### config.mk
export PLATFORM = sky130hd
export DESIGN_NAME = seq_fill_ctrl
export DESIGN_NICKNAME = d
export VERILOG_FILES = /design/src/rtl/seq_fill_ctrl.sv
export SDC_FILE = /design/constraint.sdc
export NUM_CORES = 1
export LEC_CHECK = 0
export CELL_PAD_IN_SITES_DETAIL_PLACEMENT = 0
export CELL_PAD_IN_SITES_GLOBAL_PLACEMENT = 2
export CORE_MARGIN = 4
export CORE_UTILIZATION = 26
export DETAILED_ROUTE_END_ITERATION = 6
export PLACE_DENSITY_LB_ADDON = 0.25
export SLEW_MARGIN = 10
export SYNTH_ARGS = -nofsm -noshare
export SYNTH_HDL_FRONTEND = slang
export SYNTH_SLANG_ARGS = --single-unit
### constraint.sdc
create_clock -name clk -period 2.1 [get_ports clk]
set_clock_uncertainty 0.15 [all_clocks]
set_input_delay 0.315 -clock clk [delete_from_list [all_inputs] [get_ports clk]]
set_output_delay 0.315 -clock clk [all_outputs]
set_load 0.05 [all_outputs]
### src/rtl/seq_fill_ctrl.sv
// Sequence-fill controller: pulls words from the LFSR and writes them into the
// sequence memory, either refilling every entry or appending a single one.
module seq_fill_ctrl #(
  parameter int unsigned DATA_W = 8,
  parameter int unsigned DEPTH  = 4,
  parameter int unsigned ADDR_W = 2
) (
  input  logic              clk,
  input  logic              rst_n,
  input  logic              start,
  input  logic              mode,
  input  logic              clr_len,
  input  logic              rng_done,
  input  logic [DATA_W-1:0] rng_data,
  output logic              rng_en,
  output logic              mem_we,
  output logic [ADDR_W-1:0] mem_waddr,
  output logic [DATA_W-1:0] mem_wdata,
  output logic              busy,
  output logic              done,
  output logic              err,
  output logic [ADDR_W:0]   seq_len,
  output logic              full
);

  localparam int unsigned LEN_W = ADDR_W + 1;

  typedef enum logic [1:0] {
    S_IDLE  = 2'd0,
    S_REQ   = 2'd1,
    S_WRITE = 2'd2,
    S_DONE  = 2'd3
  } state_e;

  state_e            state_q, state_d;
  logic [ADDR_W-1:0] ptr_q, ptr_d;
  logic [ADDR_W-1:0] waddr_q, waddr_d;
  logic [DATA_W-1:0] wdata_q, wdata_d;
  logic [LEN_W-1:0]  len_q, len_d;
  logic              mode_q, mode_d;
  logic              err_q, err_d;
  logic              full_c;

  assign full_c = (len_q == LEN_W'(DEPTH));

  // State register and datapath registers.
  always_ff @(posedge clk or negedge rst_n) begin
    if (!rst_n) begin
      state_q <= S_IDLE;
      ptr_q   <= '0;
      waddr_q <= '0;
      wdata_q <= '0;
      len_q   <= '0;
      mode_q  <= 1'b0;
      err_q   <= 1'b0;
    end else begin
      state_q <= state_d;
      ptr_q   <= ptr_d;
      waddr_q <= waddr_d;
      wdata_q <= wdata_d;
      len_q   <= len_d;
      mode_q  <= mode_d;
      err_q   <= err_d;
    end
  end

  // Next-state and datapath update; seq_len only moves in WRITE or on a clear.
  always_comb begin
    state_d = state_q;
    ptr_d   = ptr_q;
    waddr_d = waddr_q;
    wdata_d = wdata_q;
    len_d   = len_q;
    mode_d  = mode_q;
    err_d   = err_q;
    unique case (state_q)
      S_IDLE: begin
        if (start) begin
          mode_d = mode;
          if (!mode) begin
            ptr_d   = '0;
            state_d = S_REQ;
          end else if (!full_c) begin
            ptr_d   = ADDR_W'(len_q);
            state_d = S_REQ;
          end else begin
            err_d   = 1'b1;
            state_d = S_DONE;
          end
        end else if (clr_len) begin
          len_d = '0;
        end
      end
      S_REQ: begin
        if (rng_done) begin
          wdata_d = rng_data;
          waddr_d = ptr_q;
          state_d = S_WRITE;
        end
      end
      S_WRITE: begin
        if (!mode_q) begin
          if (ptr_q == ADDR_W'(DEPTH - 1)) begin
            len_d   = LEN_W'(DEPTH);
            state_d = S_DONE;
          end else begin
            ptr_d   = ptr_q + ADDR_W'(1);
            state_d = S_REQ;
          end
        end else begin
          len_d   = len_q + LEN_W'(1);
          state_d = S_DONE;
        end
      end
      S_DONE: begin
        err_d   = 1'b0;
        state_d = S_IDLE;
      end
      default: state_d = S_IDLE;
    endcase
  end

  assign rng_en    = (state_q == S_REQ);
  assign mem_we    = (state_q == S_WRITE);
  assign done      = (state_q == S_DONE);
  assign busy      = (state_q != S_IDLE);
  assign err       = err_q;
  assign mem_waddr = waddr_q;
  assign mem_wdata = wdata_q;
  assign seq_len   = len_q;
  assign full      = full_c;

endmodule

==> metrics.yaml, run 1 <==
max_slew_margin_pct: 66.07
fmax_mhz: 492.6
grt_pass1_wl_mm: 3.256
cts_buffer_depth: 2
portBuffers: 32
yosys.cell_types.count: 27
seqPwrFrac_pct: 29.1
wl_per_cell_um: 12.26
tritoncts: "built"
ant_nets: 0
pre_cts_slack_ns: 0.2124
start_kind: "flip-flop"
end_kind: "output port"
viasPerCell: 4.356
p_per_area_nw_per_um2: 1797
fin_hold_ws_ns: 0.1805
clk_latency_ns: 0.31
worst-path-max-fanout: 5
combPwrFrac_pct: 62.9
synth_commonest_cells: "19 x dfrtp_1, 11 x mux2_2, 7 x nand2_1"
drv_slew: 0
syn_area_um2: 923.4
cts_num_sinks: 19
wl_mm: 1.998
setup_tns_ns: 0
io_pins: 33
cap_violations: 0
synth_seq_cells: 19
syn_inst: 81
synth_top_cell_area_share_pct: 51.49
grt_antenna_before_repair: 0
avgSynthCellArea_um2: 11.40
synthTopCellsByArea: "dfrtp_1 51%, mux2_2 13%, ha_1 4.1%"
sw_frac_of_total_pct: 49.96
period_needed_ns: 2.030
htree_levels: 1
critPathBufInv: 1
dp_hpwl_mm: 1.506
start_util_pct: 27.24
hold_violations: 0
status: "finished clean"
postCtsSetupRepairBufs: 0
drt_first_pass_iters: 4
max-vdd-ir-drop_uv: 530.9
worstPathRequired_ns: 1.63
rows: 21
switchingPower_mw: 1.200
worst_pin_slew_ns: 0.5073
drc: 0
drtIter0Drc: 16
yosysMostFrequentCell: "dfrtp_1"
setup_viol: 0
die_area_um2: 4569
nNetsFinal: 135
track_usage_pct: 9.552
drive_above_1_share_pct: 24.79
area_delta_synth_final_pct: 44.72
core-area_um2: 3390
grt_max_degree: 20
crit_family: "buffers and inverters"
cp_slowest_cell: "clkdlybuf4s50_1"
cts_buffers: 3
crit_path_max_incr_delay_ns: 0.83
clkPwrFrac_pct: 8.0
p_int_mw: 1.202
overflow: 0
crit_chain: "clkdlybuf4s50_1"
dieHeight_um: 67.60
yosys.area.top_type: "dfrtp_1"
hold_class: "primary input to asynchronous set/reset pin"
ys_warn_count: 0
rsz0062_at_grt: "no"
arrival_ns: 1.56
fin_ws_ns: 0.07016
leakagePower_nw: 0.5783
synth-async-reset-ratio_pct: 100.0
min_period_over_period_pct: 96.66
fp.dieW_um: 67.60
cts-root-buf: "clkbuf_4"
clk_pin_slew_ns: 0.11
syn_nets: 98
insertedDiodeCount: 0
total_power_mw: 2.402
synthFlopType: "dfrtp_1"
yosysSeqAreaShare_pct: 51.49
critPathKind: "flip-flop to output port"
synth-edff-count: 0
gp_congestion: 0.7585
vias: 710
grt_pass1_vias: 719
## worst paths after layout
path,startpoint,to,slack [ns],depth (start not counted)
min in group clk,mem_wdata[4]$_DFFE_PN0P_,mem_wdata[4]$_DFFE_PN0P_,0.37,1
max reg2reg,seq_len[0]$_DFFE_PN0P_,ptr_q[1]$_DFFE_PN0P_,0.32,6
max,seq_len[2]$_DFFE_PN0P_,seq_len[2],0.07,1
max in group asynchronous,rst_n,mem_wdata[5]$_DFFE_PN0P_,1.41,2
min reg2reg,mem_wdata[4]$_DFFE_PN0P_,mem_wdata[4]$_DFFE_PN0P_,0.37,1
min,rst_n,seq_len[0]$_DFFE_PN0P_,0.18,2
## flip-flops by register name (all words and copies together), names as in the netlist
register	flops
mem_wdata	8
state_q	2
err	1
mode_q	1
seq_len	3
ptr_q	2
mem_waddr	2
## timing repair
action,in CTS,in global routing
hold buffers,0,0
gates resized for setup,1,0
endpoints found under the hold margin,0,0
endpoints found under the setup margin,1,0
## area by class of cell
type / instances / area (µm²)
clock buffer: 3 / 22.52
timing repair buffer: 34 / 346.6
inverter: 5 / 18.77
multi-input combinational: 55 / 410.4
clock inverter: 1 / 5.005
sequential: 19 / 475.5
tap: 46 / 57.56
fill: 339 / 2053
## cells in the final DEF, fill, tap and decap left out
master and n:
a21o_1 1, a21oi_1 4, a2bb2oi_1 2, and2_1 1, and2_2 1, buf_12 2, buf_4 5, clkbuf_4 3
clkdlybuf4s50_1 26, clkinv_2 1, dfrtp_1 19, dlygate4sd2_1 1, ha_1 3, inv_1 3, inv_2 2, mux2_2 11
mux2_4 1, nand2_1 7, nand2b_1 2, nand3_1 3, nor2_1 5, nor2b_2 1, nor3_2 1, nor3b_1 1
nor4_1 1, o21a_1 1, o21a_4 1, o21ai_0 5, o21bai_1 1, o22ai_1 1, or3b_1 1
## power by group through the flow
stage | logic (mW) | clock network [mW] | registers (mW)
3_3_place_gp | 1.53 | 0 | 0.708
2_1_floorplan | 0.583 | 0 | 1.14
6_report | 1.51 | 0.192 | 0.698
3_5_place_dp | 1.53 | 0 | 0.714
5_1_grt | 1.60 | 0.216 | 0.733
4_1_cts | 1.53 | 0.202 | 0.705
## metal layers
layer | part of all wire (%) | GRT usage (%)
met1 | 44 | 11.73
met2 | 49 | 15.55
met3 | 4.9 | 2.329
met4 | 1.7 | 4.557
met5 | 0 | 0
## through the flow
stage	cell area [µm²]	instances	util, %
2_1_floorplan	923.4	81	-
3_3_place_gp	1310	159	38.65
3_5_place_dp	1310	159	38.65
4_1_cts	1336	163	39.42
5_1_grt	1336	163	39.42
6_report	1336	163	39.42
## cells by family (layout without fill, tap and decap cells)
| family | count (synthesis) | in the layout | synth area share (%) |
|---|---|---|---|
| flip-flops | 19 | 19 | 51.49 |
| AND/OR/NAND/NOR | 24 | 24 | 13.82 |
| adder cells (fa/ha/maj) | 3 | 3 | 4.065 |
| multiplexers | 12 | 12 | 15.04 |
| buffers and inverters | 7 | 43 | 4.065 |
| AO/OA/AOI/OAI | 16 | 16 | 11.52 |
(Power assumes the default switching activity.)
==> run 2: changes to the inputs <==
Settings changed: CTS_CLUSTER_DIAMETER from default to 200.
==> results of run 2 <==
Final layout, timing and power as in run 1 (identical DEF).
